==> src/rtl/regfile_pkg.sv <==
// Shared register-file constants and types for the writeback scheduler.
package regfile_pkg;

    localparam int NUM_REG        = 32;
    localparam int REG_IDX_W      = 5;
    localparam int DEFAULT_DATA_W = 64;

    typedef logic [REG_IDX_W-1:0] reg_idx_t;

endpackage

==> src/rtl/regfile_scoreboard.sv <==
// Busy scoreboard for long-latency destinations plus the outstanding-op counter
// and the hazard/full compare used by the issue stall.
module regfile_scoreboard
    import regfile_pkg::*;
#(
    parameter int MAX_OUT = 4
) (
    input  logic     i_clk,
    input  logic     i_rst_n,
    input  logic     set_valid,
    input  reg_idx_t set_rd,
    input  logic     clr_valid,
    input  reg_idx_t clr_rd,
    input  logic     chk_long,
    input  reg_idx_t rs1,
    input  reg_idx_t rs2,
    input  reg_idx_t rd,
    output logic     hazard,
    output logic     full
);

    localparam int CNT_W = $clog2(MAX_OUT + 1);

    logic [NUM_REG-1:1] busy_q;
    logic [NUM_REG-1:0] busy;
    logic [NUM_REG-1:0] clr_mask;
    logic [NUM_REG-1:0] live;
    logic [CNT_W-1:0]   out_cnt;

    // x0 can never be busy, so it is hard-wired to zero here.
    assign busy     = {busy_q, 1'b0};
    assign clr_mask = NUM_REG'(clr_valid) << clr_rd;
    // The register being drained this cycle is bypassed by the register file.
    assign live     = busy & ~clr_mask;

    assign hazard = live[rs1] | live[rs2] | live[rd];
    assign full   = chk_long & (out_cnt == CNT_W'(MAX_OUT)) & ~clr_valid;

    always_ff @(posedge i_clk or negedge i_rst_n) begin
        if (!i_rst_n) begin
            busy_q <= '0;
        end else begin
            for (int r = 1; r < NUM_REG; r++) begin
                if (set_valid && (set_rd == REG_IDX_W'(r))) begin
                    busy_q[r] <= 1'b1;
                end else if (clr_valid && (clr_rd == REG_IDX_W'(r))) begin
                    busy_q[r] <= 1'b0;
                end
            end
        end
    end

    // A stray return with nothing outstanding leaves the count at zero.
    always_ff @(posedge i_clk or negedge i_rst_n) begin
        if (!i_rst_n) begin
            out_cnt <= '0;
        end else begin
            case ({set_valid, clr_valid})
                2'b10:   out_cnt <= out_cnt + CNT_W'(1);
                2'b01:   if (out_cnt != '0) out_cnt <= out_cnt - CNT_W'(1);
                default: out_cnt <= out_cnt;
            endcase
        end
    end

endmodule

==> src/rtl/regfile_wb_sched.sv <==
// Merges in-order pipeline writeback and buffered long-latency results onto the
// single register-file write port; pipeline WB always wins the port.
module regfile_wb_sched
    import regfile_pkg::*;
#(
    parameter int DATA_W     = DEFAULT_DATA_W,
    parameter int MAX_OUT    = 4,
    parameter int STARVE_MAX = 8
) (
    input  logic              i_clk,
    input  logic              i_rst_n,
    input  logic              i_issue_valid,
    input  logic              i_issue_long,
    input  logic [4:0]        i_issue_rd,
    input  logic [4:0]        i_issue_rs1,
    input  logic [4:0]        i_issue_rs2,
    output logic              o_issue_stall,
    input  logic              i_wb_valid,
    input  logic [4:0]        i_wb_rd,
    input  logic [DATA_W-1:0] i_wb_data,
    input  logic              i_lu_valid,
    input  logic [4:0]        i_lu_rd,
    input  logic [DATA_W-1:0] i_lu_data,
    output logic              o_lu_ready,
    output logic              o_RegWrite,
    output logic [4:0]        o_WriteReg,
    output logic [DATA_W-1:0] o_WriteData
);

    localparam int STARVE_W = $clog2(STARVE_MAX + 1);

    logic                hold_valid;
    reg_idx_t            hold_rd;
    logic [DATA_W-1:0]   hold_data;
    logic [STARVE_W-1:0] starve_cnt;

    logic drain;
    logic lu_fire;
    logic issue_fire;
    logic starve;
    logic hazard;
    logic full;

    assign drain      = hold_valid & ~i_wb_valid;
    assign lu_fire    = i_lu_valid & o_lu_ready;
    assign issue_fire = i_issue_valid & i_issue_long & ~o_issue_stall;
    assign starve     = (starve_cnt == STARVE_W'(STARVE_MAX));

    assign o_lu_ready    = i_rst_n & ~hold_valid;
    assign o_issue_stall = ~i_rst_n | (i_issue_valid & (hazard | full | starve));

    regfile_scoreboard #(
        .MAX_OUT (MAX_OUT)
    ) u_scoreboard (
        .i_clk     (i_clk),
        .i_rst_n   (i_rst_n),
        .set_valid (issue_fire),
        .set_rd    (i_issue_rd),
        .clr_valid (drain),
        .clr_rd    (hold_rd),
        .chk_long  (i_issue_long),
        .rs1       (i_issue_rs1),
        .rs2       (i_issue_rs2),
        .rd        (i_issue_rd),
        .hazard    (hazard),
        .full      (full)
    );

    // Writes to x0 are suppressed because the register file forwards write data.
    always_comb begin
        o_RegWrite  = 1'b0;
        o_WriteReg  = '0;
        o_WriteData = '0;
        if (i_rst_n) begin
            if (i_wb_valid) begin
                o_RegWrite  = (i_wb_rd != '0);
                o_WriteReg  = i_wb_rd;
                o_WriteData = i_wb_data;
            end else if (hold_valid) begin
                o_RegWrite  = (hold_rd != '0);
                o_WriteReg  = hold_rd;
                o_WriteData = hold_data;
            end
        end
    end

    // Capture and drain never coincide: ready is only offered while empty.
    always_ff @(posedge i_clk or negedge i_rst_n) begin
        if (!i_rst_n) begin
            hold_valid <= 1'b0;
            hold_rd    <= '0;
            hold_data  <= '0;
        end else if (lu_fire) begin
            hold_valid <= 1'b1;
            hold_rd    <= i_lu_rd;
            hold_data  <= i_lu_data;
        end else if (drain) begin
            hold_valid <= 1'b0;
        end
    end

    always_ff @(posedge i_clk or negedge i_rst_n) begin
        if (!i_rst_n) begin
            starve_cnt <= '0;
        end else if (!hold_valid || drain) begin
            starve_cnt <= '0;
        end else if (!starve) begin
            starve_cnt <= starve_cnt + STARVE_W'(1);
        end
    end

endmodule

==> config.mk <==
export PLATFORM = sky130hd
export DESIGN_NAME = regfile_wb_sched
export DESIGN_NICKNAME = d
export VERILOG_FILES = /design/src/rtl/regfile_pkg.sv /design/src/rtl/regfile_scoreboard.sv /design/src/rtl/regfile_wb_sched.sv
export SDC_FILE = /design/constraint.sdc
export NUM_CORES = 1
export LEC_CHECK = 0
export BUFFER_PORTS_ARGS = -buffer_cell sky130_fd_sc_hd__clkbuf_2
export CORE_MARGIN = 5
export CORE_UTILIZATION = 56
export DETAILED_ROUTE_END_ITERATION = 8
export PLACE_DENSITY = 0.95
export RECOVER_POWER = 25
export SKIP_LAST_GASP = 1
export SLEW_MARGIN = 20
export SYNTH_ARGS = -nofsm -noshare
export SYNTH_HDL_FRONTEND = slang
export SYNTH_HIERARCHICAL = 1
export SYNTH_SLANG_ARGS = --single-unit
export TNS_END_PERCENT = 1
==> constraint.sdc <==
create_clock -name i_clk -period 8.3 [get_ports i_clk]
set_input_delay 0 -clock i_clk [delete_from_list [all_inputs] [get_ports i_clk]]
set_output_delay 0 -clock i_clk [all_outputs]
set_load 0.01 [all_outputs]
==> flow_results.org, run 1 <==
** Placement
- Final weighted congestion in routability-driven placement :: 0.978
- Summed over all nets, the half-perimeter wirelength after detailed placement is 17400 µm.
- Number of cells in the design after placement :: 1023
- Total of buffers placed on input and output ports :: 230
- Place WS :: 3.41 ns

** Critical path
- Logic depth of the worst setup path including buffers :: 16
- Cell at the slowest stage of the critical path :: clkbuf_1
- Cell family with the largest share of critical-path delay :: buffers and inverters
- The startpoint identified for the worst register-to-register timing path is hold_rd[1].
- Data on the critical path is required at its endpoint by between 8 and 9 ns.
- Delay contributed by the slowest stage of the critical path :: 2.41 ns
- Endpoint type of the worst setup path :: flop
- Startpoint Class :: input port
- Of all nets on the critical path, the largest fanout is 72.
- In this run the worst setup path begins at i_wb_valid.
- STA puts the critical path data arrival time at 6.46 ns.
- The most numerous cell type found on the critical path is a21oi_1.
- Register-to-Register Path Depth :: 11
- The worst setup path is of the input port to flop kind.
- The endpoint identified for the worst register-to-register timing path is u_scoreboard/out_cnt[1].
- The number of buffers and inverters on the critical path is 2.
- Walking the worst path, the cells encountered are clkbuf_2 -> clkbuf_1 -> nor2b_4 -> and4bb_2 -> a311oi_1 -> a21oi_1 -> o311ai_0 -> o32ai_1 -> o2111ai_1 -> nor4_2 -> nand2b_1 -> fa_1 -> nor3_1 -> a21oi_1 -> a21oi_1 -> a21o_1.
- Setup slack, reg-to-reg :: approximately 3.3 ns

** Final layout
- The net count of the finished layout is between 1000 and 1500.
- Layout Cells excl Fill :: about 1100
- For this run, the share of the core covered by cells in the final layout is 0.729.
- Ant diodes :: 0
- Of the cells placed in the final design, the portion with a size suffix greater than 1 is 0.349.
- Relative to the synthesized area, the layout overhead comes to 27.6%.

** Power
- Maximum vdd drop :: 0.000141 V
- Pwr per Cell Area :: 185 nW/µm²
- PnR Total Power :: 0.00171 W
- The analysis attributes to cell leakage a power of 4.36 nW.

** Timing
- The final number of hold-violating endpoints is 0.
- Min Tclk post-route :: 6.17 ns
- For the pin with the worst max-slew slack, the measured transition is 4.10 ns.
- Count of endpoints failing setup in the final report :: 0
- The number of pins with negative max-slew slack in the final report is 257.
- Final clock skew :: approximately 0.013 ns
- Measured against its own limit, the worst slew margin works out to -1.74.
- Slack of the critical path :: 2.13 ns
- Setup repair after global routing missed its margin :: false
- Share of the cycle needed by the critical path after routing :: 0.744
- Setup TNS after final layout :: 0 ns
- Peak Freq :: 162 MHz

** GRT
- The first global-routing pass estimated ~44000 µm of wire.
- All-Layer GR Usage :: 0.386
- Via count of the first global-routing pass :: about 7700
- Largest net degree at the start of global routing :: 100
- The initial antenna violation count was 0.
- Overflow after GRT :: 0

** Synth
- By area the synthesized netlist is led by dfrtp_1 (37%), mux2_4 (14%), a22oi_1 (7.2%).
- Share of async-settable or async-resettable flops after synthesis :: 1.00
- Post-synthesis instance total :: 677
- Post-Synth Simple-Gate Area :: 0.130
- Avg Inst Size Synth :: 10.7 µm²
- Leading register cell type out of synthesis :: dfrtp_1
- The biggest area contributor in the post-synthesis netlist is dfrtp_1.
- The synthesized design contains 0 enable-type register cells.
- Number of flip-flops and latches in the synthesized netlist :: 108
- The portion of synthesized area spent on multiplexers is 0.209.
- Yosys printed 6 warnings.
- The synthesized netlist occupies a cell area of 7240 µm².
- Proportion of synthesized chip area in sequential cells :: 0.373
- Of the post-synthesis cell area, the dominant cell type holds 0.373.
- Adder and majority cell fraction of the synthesized area :: 0.00622
- Distinct cells, synth :: 68
- Yosys instantiated no cell more often than dfrtp_1.
- The compound-cell area share of the yosys netlist came to 0.206.
- Synthesized-area fraction occupied by xor and xnor cells :: 0.0142
- Synthesized Nets :: 839
- By area, the combinational part of the netlist is dominated by multiplexers.
- After synthesis, the most frequently instantiated cells are dfrtp_1 (108), nor2b_1 (74), a22oi_1 (69), mux2_4 (69), o21ai_0 (58).

** Hold path
- Worst min-delay path class :: input port to flop
- Startpoint of the worst hold path :: i_issue_rd[4]
- The worst hold path passes through 3 cells.
- The path with the worst hold slack has its endpoint at u_scoreboard/busy_q[18].

** Detailed routing
- Final wirelength :: 29500 µm
- For this run, design rule violations remaining after detail routing come to 0.
- Once detail routing completed, the nets flagged for antenna violations numbered 0.
- After detailed routing, the number of vias per cell comes to 6.80.
- Summing over every cut layer, the via total after detailed routing is 7524.
- Initial DRC Count :: 1096
- Number of iterations in the first detailed-routing pass :: 6
- After detailed routing, the average wire length per cell comes to ~27 µm.

** Die
- The die is 124 µm tall.
- Die ar. :: 15300 µm²
- After floorplanning, the core was divided into 41 placement rows.
- DIE WIDTH :: 124 µm
- Core footprint :: 12700 µm²
- Number of I/O pins :: ~230
- For this configuration, the core starts out at a cell density of 0.571.

** Outcome
- Violations in the final reports :: capacitance limit, slew limit
- The run finished, with violations left.

** Clocking
- After clock tree synthesis, the clock-pin slew on the worst setup and hold paths is 0.07 ns.
- The tree built by TritonCTS fans out to approximately 110 sinks.
- After clock tree synthesis, the repair step resized 0 gates.
- The number of setup buffers added after CTS is 0.
- The cell sitting at the root of the clock tree is a clkbuf_16.
- TritonCTS built the clock tree.
- Number of buffers created by CTS :: 9
- Max clock buf depth :: 2
- The H-tree generated during clock tree synthesis spans 3 levels.
- Clock latency on the worst-skew pair, taken at its later pin, is 0.36 ns.

** Flow run
- Number of max-cap violations :: 3
[state kept, by name, indices dropped and copies added, names as in the netlist]
name	flops
u_scoreboard/busy_q	31
hold_rd	5
hold_data	64
hold_valid	1
starve_cnt	4
u_scoreboard/out_cnt	3
[power by group]
| part | leakage, nW | internal [W] | total (W) | switching (W) |
|---|---|---|---|---|
| registers | 1.34 | 0.000620 | 0.000743 | 0.000122 |
| logic | 2.88 | 0.000265 | 0.000525 | 0.000260 |
| clock network | 0.140 | 0.000239 | 0.000438 | 0.000199 |
[per-layer routing]
| metal | up-vias | GRT usage | part of all wire |
|---|---|---|---|
| li1 | 3064 | - | - |
| met1 | 3560 | 0.467 | 0.34 |
| met2 | 716 | 0.609 | 0.46 |
| met3 | 184 | 0.100 | 0.12 |
| met4 | 0 | 0.253 | 0.080 |
| met5 | - | 0 | 0 |
[cell usage in the layout, fill, tap and decap left out, types with 3 or more instances in the layout]
cell	count
a211oi_1	3
a21o_1	3
a21oi_1	9
a22oi_1	69
a311oi_1	22
a31oi_1	7
clkbuf_16	9
clkbuf_2	230
dfrtp_1	108
dlygate4sd3_1	70
inv_1	14
mux2_1	3
mux2_4	69
mux2i_1	39
nand2_1	15
nand2b_1	9
nand3_1	8
nand4b_1	4
nor2_1	10
nor2b_1	73
nor3_1	6
o2111ai_1	7
o211ai_1	5
o21ai_0	58
o21ai_1	12
o311ai_0	4
o31ai_1	3
xnor2_1	6
[final cells by class]
cell class,count,area [µm²]
Multi-Input combinational cell,495,4110
Sequential cell,108,2700
Inverter,15,56.3
Tap cell,172,215
Timing Repair Buffer,303,1870
Clock buffer,10,239
Fill cell,801,3430
Clock inverter,4,51.3
[worst register-to-register path: stages, from the launching register on]
cell and delay [ns]:
dfrtp_1 1.05, nand2_1 0.52, o21ai_1 0.39, mux2i_1 0.14, a211o_1 0.32, a21oi_1 0.16
o2111ai_1 0.26, nor4_2 1.00, nand2b_1 0.22, fa_1 0.45, a221oi_1 0.30, a21o_1 0.12
[what timing repair did]
| action | CTS | global route |
|---|---|---|
| hold buffers | 70 | 0 |
| hold endpoints to repair | 110 | 0 |
| setup endpoints to repair | 0 | 0 |
[metrics by stage]
step           hold slack [ns]  instance area, µm²
2_1_floorplan           -0.296                7240
3_3_place_gp            0.0386                8260
3_5_place_dp            0.0452                8260
4_1_cts                  0.108                9250
5_1_grt                  0.168                9240
6_report                 0.151                9240
[worst max path at each step]
stage | to
detailed placement | u_scoreboard/out_cnt[1]
CTS | u_scoreboard/out_cnt[1]
floorplan | u_scoreboard/out_cnt[1]
finish | u_scoreboard/out_cnt[2]
global placement | u_scoreboard/out_cnt[1]
global route | o_WriteData[62]
[cells by family (layout without fill, tap and decap cells)]
group / after synthesis / count (layout)
buffers and inverters: 74 / 332
XOR/XNOR: 10 / 10
multiplexers: 114 / 114
AO/OA/AOI/OAI: 218 / 218
flip-flops: 108 / 108
AND/OR/NAND/NOR: 150 / 150
adder cells (fa/ha/maj): 3 / 3
(Power assumes the default switching activity.)
==> run 2, diff against run 1 <==
--- a/config.mk
+++ b/config.mk
@@ -7,9 +7,9 @@
 export LEC_CHECK = 0
 export BUFFER_PORTS_ARGS = -buffer_cell sky130_fd_sc_hd__clkbuf_2
 export CORE_MARGIN = 5
-export CORE_UTILIZATION = 56
+export CORE_UTILIZATION = 47
 export DETAILED_ROUTE_END_ITERATION = 8
-export PLACE_DENSITY = 0.95
+export PLACE_DENSITY = 0.88
 export RECOVER_POWER = 25
 export SKIP_LAST_GASP = 1
 export SLEW_MARGIN = 20
==> constraint.sdc (replaced) <==
create_clock -name i_clk -period 5.4 [get_ports i_clk]
set_input_delay 0 -clock i_clk [delete_from_list [all_inputs] [get_ports i_clk]]
set_output_delay 0 -clock i_clk [all_outputs]
set_load 0.01 [all_outputs]
==> flow_results.org, run 2 (synthesis results as in run 1) <==
** Outcome
- Outcome :: finished with violations
- Violations in the final reports :: capacitance limit, slew limit

** Critical path
- Critical setup path kind :: flop to flop
- Data required time at the worst endpoint :: around 5.7 ns
- Critical path data arrival time :: roughly 4.5 ns
- Maximum fanout encountered on the critical timing path :: 36
- STA classifies the critical path endpoint as a flop.
- Startpoint Class :: flop

** Final layout
- Commonest non-fill, non-tap cells in the layout :: clkbuf_2 (229), dfrtp_1 (108), nor2b_1 (73)
- In the final layout, flip-flops and latches occupy between 2000 and 3000 µm².
- Number of fill cells :: around 1100
- Largest registers :: hold_data x64, u_scoreboard/busy_q x31, hold_rd x5
- Layout Cells excl Fill :: roughly 1100
- Total area of multi-input combinational cells :: slightly above 4000 µm²
- From synthesis to final layout, the design area changed by 28.4%.
- The register with the most flip-flops in the layout has 64 of them.
- The final layout contains between 1000 and 1500 nets.
- Ant diodes :: 0
- Area of all placed cells without fillers :: 9290 µm²
- The library cell used most frequently in the layout, excluding fill and tap cells, is clkbuf_2.
- Of the cells placed in the final design, the portion with a size suffix greater than 1 is 0.348.
- hold_data holds more flip-flops than any other register.

** Clocking
- The clock net in this run drives a total of 108 sinks.
- CTS placed an instance of clkbuf_16 at the clock tree root.
- The clock tree synthesis step divided the H-tree into 3 levels.
- Source-to-sink clock delay at the later pin of the worst-skew pair :: about 0.35 ns
- Clock Pin Slew Worst Setup and Hold Paths :: roughly 0.070 ns
- In this run the deepest clock path goes through 2 buffers.
- TritonCTS built the clock tree.
- Number of buffers created by CTS :: 9

** Die
- Number of I/O pins :: 231
- Die ar. :: 18000 µm²
- The floorplan has 45 rows.
- Core footprint :: 15100 µm²
- The initial utilization of the core area, before any placement, comes to 0.478.
- Overall die height :: 134 µm
- Measured along the x axis, the die boundary spans 134 µm.

** Detailed routing
- Summing over every cut layer, the via total after detailed routing is 7115.
- Average detailed-routed wire length per instance :: 23.0 µm
- Initial DRC Count :: 683
- The pre-antenna-repair detailed-routing pass consisted of 6 iterations.
- The routed design has 25900 µm of wire.
- For this run, design rule violations remaining after detail routing come to 0.
- Via density per instance :: about 6.3
- ANT nets after route :: 0

** Placement
- After detailed placement, the total cell area comes to around 8300 µm².
- Number of cells in the design after placement :: 1041
- Final weighted congestion in routability-driven placement :: around 0.95
- Total of buffers placed on input and output ports :: 230
- Detailed placement HPWL :: 17000 µm

** Power
- Pwr per Cell Area :: 281 nW/µm²
- The worst-case IR drop observed on VDD is ~0.00017 V.
- Summed over all cells, the static leakage comes to 4.38 nW.

** Timing
- The final number of hold-violating endpoints was 0.
- Number of max-slew violations in the final report :: 258
- Of the available clock period, the critical path in the final layout requires 0.786.
- Count of endpoints failing setup in the final report :: 0
- Setup TNS after final layout :: 0 ns
- Setup repair after global routing missed its margin :: false
- At the pin with the least slew margin, the transition time is 3.30 ns.
- Min Tclk post-route :: 4.24 ns
- Slew headroom :: -1.20
- Peak Freq :: 236 MHz
- The clock arrives with 0.0106 ns of skew.

** GRT
- In the global route stage, met3 resource usage came out at 0.0709.
- Global Route met2 Usage :: 0.467
- Entering global routing, the biggest net connects 97 pins.
- The via count of the first global-routing pass is roughly 7000.
- Initial antenna violation count :: 1
- Overflow after GRT :: 0
- The first global-routing pass estimated 39900 µm of wire.
- Most heavily used metal layer in global routing :: met2
- Met1 Track Usage GR :: 0.353
- For this run, the total global-route usage over all layers was measured as 0.282.

** Hold path
- Worst min-delay path class :: input port to flop

** Flow run
- Number of max-cap violations :: 4
==> run 2: worst max-delay path, stage by stage (launching register included) <==
cell and delay [ns]:
dfrtp_1 0.36, nor2b_4 0.70, or4b_1 0.65, o21ai_1 0.27, nor3_1 0.07, o211a_1 0.23, o32ai_1 0.28, o2111ai_1 0.26
nor4_2 0.32, nand2b_1 0.15, fa_1 0.44, a221oi_1 0.30, a21o_1 0.12
==> run 2: repair_timing <==
item,in CTS,in global routing
resized for setup,0,0
hold buffers,70,0
hold endpoints to repair,95,0
buffers inserted,0,0
==> run 2: worst paths after layout <==
kind / depth (start not counted) / slack [ns] / startpoint / to
hold / removal: 3 / 0.13 / i_issue_rd[4] / u_scoreboard/busy_q[18]
hold reg to reg: 1 / 0.51 / hold_data[22] / hold_data[22]
min in group asynchronous: 2 / 0.80 / i_rst_n / hold_data[62]
setup / recovery: 12 / 1.16 / hold_valid / u_scoreboard/out_cnt[1]
max in group asynchronous: 3 / 1.87 / i_rst_n / starve_cnt[0]
setup reg to reg: 12 / 1.16 / hold_valid / u_scoreboard/out_cnt[1]
==> run 2: per-layer routing <==
| metal | vias up | wire length, µm |
|---|---|---|
| li1 | 3072 | - |
| met1 | 3461 | 9570 |
| met2 | 495 | 12500 |
| met3 | 85 | 2700 |
| met4 | 2 | 1130 |
| met5 | - | 13 |
==> run 2: cell type report <==
| cell class | instances | area share |
|---|---|---|
| tap | 188 | 0.0253 |
| inverter | 15 | 0.00606 |
| clock buffer | 10 | 0.0246 |
| timing repair buffer | 305 | 0.202 |
| sequential | 108 | 0.291 |
| multi-input combinational | 495 | 0.442 |
| clock inverter | 6 | 0.00942 |
==> run 2: report_power, final <==
group	leakage (nW)	switching (W)	internal (W)
clock	0.157	0.000304	0.000408
sequential	1.34	0.000173	0.000953
combinational	2.88	0.000366	0.000404
total	4.38	0.000843	0.00177
==> run 2: through the flow <==
stage / total power, W / setup WS, ns / hold WS, ns / util
after floorplan: 0.00159 / 1.38 / -0.296 / -
after global placement: 0.00180 / 1.29 / -0.0864 / 0.548
after detailed placement: 0.00182 / 1.25 / -0.0841 / 0.548
after CTS: 0.00257 / 1.21 / 0.0976 / 0.615
after global routing: 0.00272 / 0.665 / 0.146 / 0.614
final: 0.00261 / 1.16 / 0.132 / 0.614
